==> src/rtl/pooling_window_buffer.sv <==
// pooling_window_buffer
// Streaming front end of the pooling stage. Pixels arrive one per handshake in
// raster order. Even rows are parked in a one-row line buffer; odd rows pair
// with it to form 2x2, stride-2 windows. Windows collect in a staging group of
// POOLING_UNITS slots. When the last slot fills, the whole group is presented
// on win_out in one step, which lets the downstream pooling units work in
// lockstep.
module pooling_window_buffer #(
    parameter int DATA_WIDTH    = 8,
    parameter int POOLING_UNITS = 4,
    parameter int IMG_WIDTH     = 8,
    parameter int IMG_HEIGHT    = 8
) (
    input  logic                                          clk,
    input  logic                                          nrst,
    input  logic                                          clr,
    input  logic [DATA_WIDTH-1:0]                         pix_in,
    input  logic                                          pix_valid,
    output logic                                          pix_ready,
    output logic [POOLING_UNITS-1:0][3:0][DATA_WIDTH-1:0] win_out,
    output logic                                          win_valid,
    input  logic                                          win_ready,
    output logic                                          win_last
);

    localparam int COL_W  = (IMG_WIDTH > 1) ? $clog2(IMG_WIDTH) : 1;
    localparam int ROW_W  = (IMG_HEIGHT > 1) ? $clog2(IMG_HEIGHT) : 1;
    localparam int UNIT_W = (POOLING_UNITS > 1) ? $clog2(POOLING_UNITS) : 1;

    // Position of the next pixel to arrive within the frame
    logic [COL_W-1:0] col;
    logic [ROW_W-1:0] row;

    // Upper row of the current window pair, plus the bottom-left pixel that
    // waits one beat for its bottom-right neighbour
    logic [DATA_WIDTH-1:0] line_buf [IMG_WIDTH];
    logic [DATA_WIDTH-1:0] hold;

    // Windows completed so far in the group being assembled
    logic [POOLING_UNITS-1:0][3:0][DATA_WIDTH-1:0] staging;
    logic [POOLING_UNITS-1:0][3:0][DATA_WIDTH-1:0] group_next;
    logic [3:0][DATA_WIDTH-1:0]                    new_window;

    logic              accept;
    logic              odd_row;
    logic              odd_col;
    logic              col_end;
    logic              row_end;
    logic              frame_end;
    logic              win_write;
    logic              group_load;
    logic [UNIT_W-1:0] unit_idx;
    logic [COL_W-1:0]  col_left;

    // Handshake, position decode and the window/group being formed this beat.
    // The whole block stalls while an output group is waiting, so a group load
    // can only coincide with the consumer taking the previous one.
    always_comb begin
        pix_ready  = !(win_valid && !win_ready);
        accept     = pix_valid && pix_ready;
        odd_row    = row[0];
        odd_col    = col[0];
        col_end    = (col == COL_W'(IMG_WIDTH - 1));
        row_end    = (row == ROW_W'(IMG_HEIGHT - 1));
        frame_end  = col_end && row_end;
        win_write  = accept && odd_row && odd_col;
        unit_idx   = UNIT_W'((32'(col) >> 1) % POOLING_UNITS);
        group_load = win_write && (unit_idx == UNIT_W'(POOLING_UNITS - 1));
        col_left   = col & ~(COL_W'(1));
        new_window = {pix_in, hold, line_buf[col], line_buf[col_left]};
        group_next = staging;
        group_next[unit_idx] = new_window;
    end

    // Line buffer and hold register carry no reset; every entry is rewritten
    // before it is read in each row pair
    always_ff @(posedge clk) begin
        if (accept && !clr && !odd_row) begin
            line_buf[col] <= pix_in;
        end
        if (accept && !clr && odd_row && !odd_col) begin
            hold <= pix_in;
        end
    end

    // Raster position counters; frames follow one another with no gap
    always_ff @(posedge clk or negedge nrst) begin
        if (!nrst) begin
            col <= '0;
            row <= '0;
        end else if (clr) begin
            col <= '0;
            row <= '0;
        end else if (accept) begin
            if (col_end) begin
                col <= '0;
                row <= row_end ? '0 : row + ROW_W'(1);
            end else begin
                col <= col + COL_W'(1);
            end
        end
    end

    // Staging slots collect each finished window at its unit position
    always_ff @(posedge clk or negedge nrst) begin
        if (!nrst) begin
            staging <= '0;
        end else if (clr) begin
            staging <= '0;
        end else if (win_write) begin
            staging <= group_next;
        end
    end

    // Output group register: loads when the last slot fills, holds while the
    // consumer stalls, and clears once taken unless a new group loads instead
    always_ff @(posedge clk or negedge nrst) begin
        if (!nrst) begin
            win_out   <= '0;
            win_valid <= 1'b0;
            win_last  <= 1'b0;
        end else if (clr) begin
            win_valid <= 1'b0;
            win_last  <= 1'b0;
        end else if (group_load) begin
            win_out   <= group_next;
            win_valid <= 1'b1;
            win_last  <= frame_end;
        end else if (win_ready) begin
            win_valid <= 1'b0;
            win_last  <= 1'b0;
        end
    end

endmodule

==> config.mk <==
export PLATFORM = sky130hd
export DESIGN_NAME = pooling_window_buffer
export DESIGN_NICKNAME = d
export VERILOG_FILES = /design/src/rtl/pooling_window_buffer.sv
export SDC_FILE = /design/constraint.sdc
export NUM_CORES = 1
export LEC_CHECK = 0
export CORE_MARGIN = 8
export CORE_UTILIZATION = 50
export DETAILED_ROUTE_END_ITERATION = 12
export PLACE_DENSITY = 0.72
export SYNTH_ARGS = -nofsm -noshare
export SYNTH_HDL_FRONTEND = slang
export SYNTH_SLANG_ARGS = --single-unit
==> constraint.sdc <==
create_clock -name clk -period 4.2 [get_ports clk]
set_input_delay 0.84 -clock clk [delete_from_list [all_inputs] [get_ports clk]]
set_output_delay 0.84 -clock clk [all_outputs]
set_load 0.01 [all_outputs]
# Yosys cells after proc, flatten, opt, wreduce, memory -nomap -nowiden
# Memories as Yosys holds them, arrays and structs flattened.
# Index checks and enable logic that the tools add are counted.
# op_classes
n_addsub	2
bitwise	1
n_reduce_logical	22
eq_ne	3
n_lt_le_gt_ge	2
muxes	19
# ops
operator	n
128-bit two-way mux	2
128-bit bitwise mux	1
32-bit demux with 2-bit select	1
32-bit two-way mux	1
3-bit two-way mux	7
1-bit logical AND	11
1-bit two-way mux	7
3-bit by 1-bit adder with 3-bit output (second input constant)	2
3-bit == test (second input constant)	2
2-bit nonzero test	3
1-bit zero test	5
2-bit AND reduction	2
2-bit by 3-bit less-than comparator with 1-bit output (second input constant)	1
3-bit nonzero test	1
2-bit == test (second input constant)	1
2-bit by 1-bit greater-or-equal comparator with 1-bit output (second input constant)	1
1-bit NOT	1
# totals
mem_bits_rw	64
regBits	272
output_inout_bits	131
in_bits	13
memories	1
# mem_list
name	words	word_bits	rd	rd_clocked_by_memory_dff	write_ports	line	rtl
line_buf	8	8	2	0	1	36	logic [DATA_WIDTH-1:0] line_buf [IMG_WIDTH];

# Longest topological paths before layout
# depth
word_depth	9
mapped_depth	8
mapped_depth_nobuf	5

# Worst setup path after synthesis
# Ideal clock, no wire load.
# synth_path
path_kind	input port to flip-flop
start	input win_ready
end	memory line_buf[0][0], enable pin
setup_slack_ns	1.575
arrival_time_ns	2.242
n_path_buf	1
path_stages	5
path_cell_list	nand2b_1 > buf_2 > nand2_1 > or4_1 > nor3_1
# synth_between
elab_chain_cells	8
# synth_lines
element	line	rtl
from (decl)	22	input logic win_ready,
1-bit zero test	59	pix_ready = !(win_valid && !win_ready);
1-bit logical AND	59	
1-bit zero test	59	
1-bit logical AND	60	accept = pix_valid && pix_ready;
1-bit logical AND (2 in a row)	78	if (accept && !clr && !odd_row) begin
1-bit two-way mux	78	
1-bit two-way mux (implied by the code)	79	line_buf[col] <= pix_in;
to (decl)	36	
# Every way passes these cells.

# Final worst setup path
# layout_path
start	input win_ready
end	output pix_ready
# layout_between
elab_chain_cells	3
# layout_lines
element	line	rtl
1-bit zero test	59	
1-bit logical AND	59	
1-bit zero test	59	
to (decl)	19	output logic pix_ready,
# Every way passes these cells.

==> results.md <==
- The flow ran to the end, and the final reports show no timing, DRC or antenna violations.
- The root buffer cell chosen for the clock tree is sky130_fd_sc_hd__clkbuf_16.
- The path class of the tightest hold or removal check is input port to async pin.
- The fraction of the mapped netlist area in compound gates is 10.5%.
- Before antenna repair, the detailed router went through 7 iterations.
- The reg-to-reg endpoint is staging[44]$_DFFE_PN0P_.
- The minimum setup slack in the final design is 1070 ps.
- Of the total power, the share spent switching nets is 21.8%.
- Of all nets on the critical path, the largest fanout is 18.
- The relative contribution of combinational cells to total power is 3.9%.
- The worst-case setup slack after placement is 920 ps.
- Relative to the synthesized area, the layout overhead comes to 20.4%.
- After synthesis, the mean cell area works out to 10.2 um^2.
- After global routing the overflow that remains totals 0.
- The number of gates resized after CTS was 0.
- After routing, the total negative slack on setup checks comes to 0 ps.
- The total of max-cap violations is 0.
- For the worst-skew pair, the clock arrives at the later sink with an insertion delay of 560 ps.
- The worst register-to-register path begins at col[0]$_DFFE_PN0P_.
- The number of slew-limit violations in the final report came to 0.
- After synthesis, the largest family of logic cells by area is simple AND/OR/NAND/NOR gates.
- When the netlist entered floorplanning its net count stood at 1248.
- In the routed design, unresolved DRC markers number 0.
- In the final layout, flip-flops and latches occupy 0.00797 mm^2.
- The clock passes through at most 3 buffers.
- The detail route stage leaves a number of antenna-violating nets equal to 0.
- The initial antenna violation count is 0.
- The CTS tree is yes.
- The netlist uses 31 different library cells.
- The required arrival time at the worst endpoint is 3360 ps.
- The first-pass GRT wire length is 51300 um.
- In the synthesized netlist the dominant register cell turns out to be sky130_fd_sc_hd__dfrtp_1.
- The nature of the critical path endpoint is an output pin.
- The die is 174 um tall.
- The clock transition time at the flip-flop clock pins of the worst setup and hold paths is 60 ps.
- The highest achievable clock rate is 0.320 GHz.
- For this block, the initial DRC count from the detailed router was 844.
- The HPWL reported at the end of detailed placement is 20000 um.
- The synthesized design spends more area on one cell type than any other, namely sky130_fd_sc_hd__dfrtp_1.
- For this design the ratio of total power to cell area is 390 mW/mm^2.
- The synthesized netlist occupies a cell area of 0.0125 mm^2.
- Wires add up to 32000 um.
- The number of enable flip-flop cells after synthesis is 72.
- The sequential cell fraction of total power is 51.9%.
- In the synthesized netlist the async set-or-reset flop fraction comes to 76.3%.
- The floorplan row count is 58.
- The number of H-tree levels is 1.
- The worst IR drop on VDD is 311 uV.
- The sort of element at the start of the critical path is an input port.
- Setup repair after global routing left no endpoint under its margin.
- Summing the areas of all fa, ha and maj instances in the mapped netlist gives 0.400% of the synthesized area.
- The number of clock sinks seen by CTS is 304.
- Entering global routing, the biggest net connects 135 pins.
- The most instantiated library cell after synthesis is sky130_fd_sc_hd__nand2_1.
- The number of global-route vias before repair is 9218.
- The register-to-register setup slack is 1730 ps.
- The number of hold violations in the final report is 0.
- The switching power summed over all nets is 1280 uW.
- Hold is met by 261 ps.
- The core area is 0.0249 mm^2.
- The total leakage power is 0.00620 uW.
- Power comes to 5870 uW.
- The cell-internal power is 4590 uW.
- In the post-synthesis netlist, the biggest area contributors are sky130_fd_sc_hd__dfrtp_1, sky130_fd_sc_hd__edfxtp_1, sky130_fd_sc_hd__nand2_1.
- Sequential cells were found to cover 63.8% of the synthesized design area.
- Data on the critical path arrives at its endpoint at 2290 ps.
- The post-route clock period utilization is 74.5%.
- Across all layers, the routed design uses 9184 vias.
- Buffers added to address setup during post-CTS repair amount to 0.
- The area share of xor/xnor cells in the synthesized design is 0%.
- In the final routed layout, each cell accounts on average for 19.1 um.
- For this configuration, the core starts out at a cell density of 50.2%.
- The I/O pin total is 144.
- Setup violations remaining at the end of the flow were counted as 0.
- Summing all multi-input logic gate instances after layout gives 0.00404 mm^2.
- The total die area is 0.0303 mm^2.
- In this run, post-CTS hold repair placed 0 buffers.
- In the routed layout, each cell is associated on average with a via count of 5.48.
- The share of cell area taken by muxes after synthesis is 5.05%.
- For the final database, setup skew stands at 31.7 ps.
- The depth of the most critical reg-to-reg path is 6.
- The top cell type by area accounts for 46.5% of the synthesized area.
- The fraction of layout cells with a size suffix above 1 is 6.02%.
- The final layout contains 1339 nets.
- The floorplan step set the die width to 174 um.
- 0 antenna diodes ended up in the layout.
- The CTS buffer count is 30.
- The synthesized netlist devotes 16.3% of its cell area to simple gates.
- The post-route minimum period is 3130 ps.
- The critical path in this run is classified as input port to output pin.
- Global routing used 20.9% of the available tracks across all layers.
- The Yosys warning count is 0.
- Once layout is complete, the utilization of the core stands at 60.5%.
- Synthesis produced 1231 cells.
- The filler cell count is 2092.
- The clock share of power is 44.2%.
- Counting flops and latches in the post-synthesis netlist gives 304.
- The number of port buffers is 143.
- In the synthesized netlist, the cells that appear most often are sky130_fd_sc_hd__nand2_1, sky130_fd_sc_hd__dfrtp_1, sky130_fd_sc_hd__a21oi_1, sky130_fd_sc_hd__nor2_1, sky130_fd_sc_hd__edfxtp_1.
- In this run the tightest slew margin relative to its limit is 28.6%.
- At the end of routability-driven placement, the weighted congestion stood at 0.778.
- At the pin with the least slew margin, the transition time is 1070 ps.
## cells in the final DEF (no fill, tap or decap), types with 5 or more instances in the layout
master,netlist,layout
sky130_fd_sc_hd__a31oi_1,48,48
sky130_fd_sc_hd__clkbuf_16,0,31
sky130_fd_sc_hd__dfrtp_1,232,232
sky130_fd_sc_hd__clkinv_2,0,6
sky130_fd_sc_hd__mux2_2,8,8
sky130_fd_sc_hd__buf_4,8,19
sky130_fd_sc_hd__o21ai_1,59,59
sky130_fd_sc_hd__nand2_1,377,377
sky130_fd_sc_hd__clkdlybuf4s50_1,0,141
sky130_fd_sc_hd__mux2i_1,54,54
sky130_fd_sc_hd__a21oi_1,103,103
sky130_fd_sc_hd__clkbuf_1,39,6
sky130_fd_sc_hd__a211oi_1,21,21
sky130_fd_sc_hd__nor2_1,103,103
sky130_fd_sc_hd__o21ai_0,7,7
sky130_fd_sc_hd__buf_12,0,5
sky130_fd_sc_hd__nand4_1,5,5
sky130_fd_sc_hd__edfxtp_1,72,72
sky130_fd_sc_hd__clkbuf_8,0,5
## area by class of cell
type / count / share of cell area (%)
clock buffer: 42 / 5.76
clock inverter: 13 / 0.624
multi-input combinational: 820 / 26.8
sequential: 304 / 52.9
tap: 330 / 2.74
timing repair buffer: 166 / 11.1
## through the flow
stage                     cells  cell area (um^2)
final                      1675             15000
after CTS                  1675             15000
after floorplan            1231             12500
after global routing       1675             15000
after detailed placement   1620             14100
after global placement     1620             14100
## state kept, by name (all words and copies together) (netlist names)
register and flops:
col 3, hold 8, line_buf 64, row 3, staging 96, win_last 1
win_out 128, win_valid 1
## power groups by stage
stage / sequential (uW) / combinational (uW) / clock (uW)
final: 3040 / 227 / 2600
after global routing: 3040 / 250 / 2760
after CTS: 3040 / 231 / 2640
after detailed placement: 3100 / 230 / 0
after global placement: 3100 / 227 / 0
after floorplan: 3100 / 117 / 0
## worst max path at each step
stage / from / slack (ps) / end
3_5_place_dp: win_ready / 920 / line_buf[6][6]$_DFFE_PP_
6_report: win_ready / 1070 / pix_ready
5_1_grt: win_ready / 1020 / pix_ready
3_3_place_gp: win_ready / 970 / line_buf[4][2]$_DFFE_PP_
2_1_floorplan: win_ready / 1570 / line_buf[0][0]$_DFFE_PP_
4_1_cts: win_ready / 1080 / pix_ready
## worst max-delay path: stages
cell	delay (ps)
sky130_fd_sc_hd__clkdlybuf4s50_1	530
sky130_fd_sc_hd__nand2b_1	120
sky130_fd_sc_hd__buf_4	200
sky130_fd_sc_hd__clkdlybuf4s50_1	600
## cells by family after synthesis
| group | count (synthesis) |
|---|---|
| DFF | 304 |
| buffers and inverters | 107 |
| and+or+nand+nor | 515 |
| muxes | 62 |
| AOI/OAI and AO/OA | 239 |
| adders and majority gates | 4 |
## routing by layer
layer	GRT usage, %	part of all wire [%]
met5	0	0
met4	5.49	2.0
met3	4.38	7.4
met2	33.8	47
met1	28.4	44
Power figures use the tool's default switching activity.
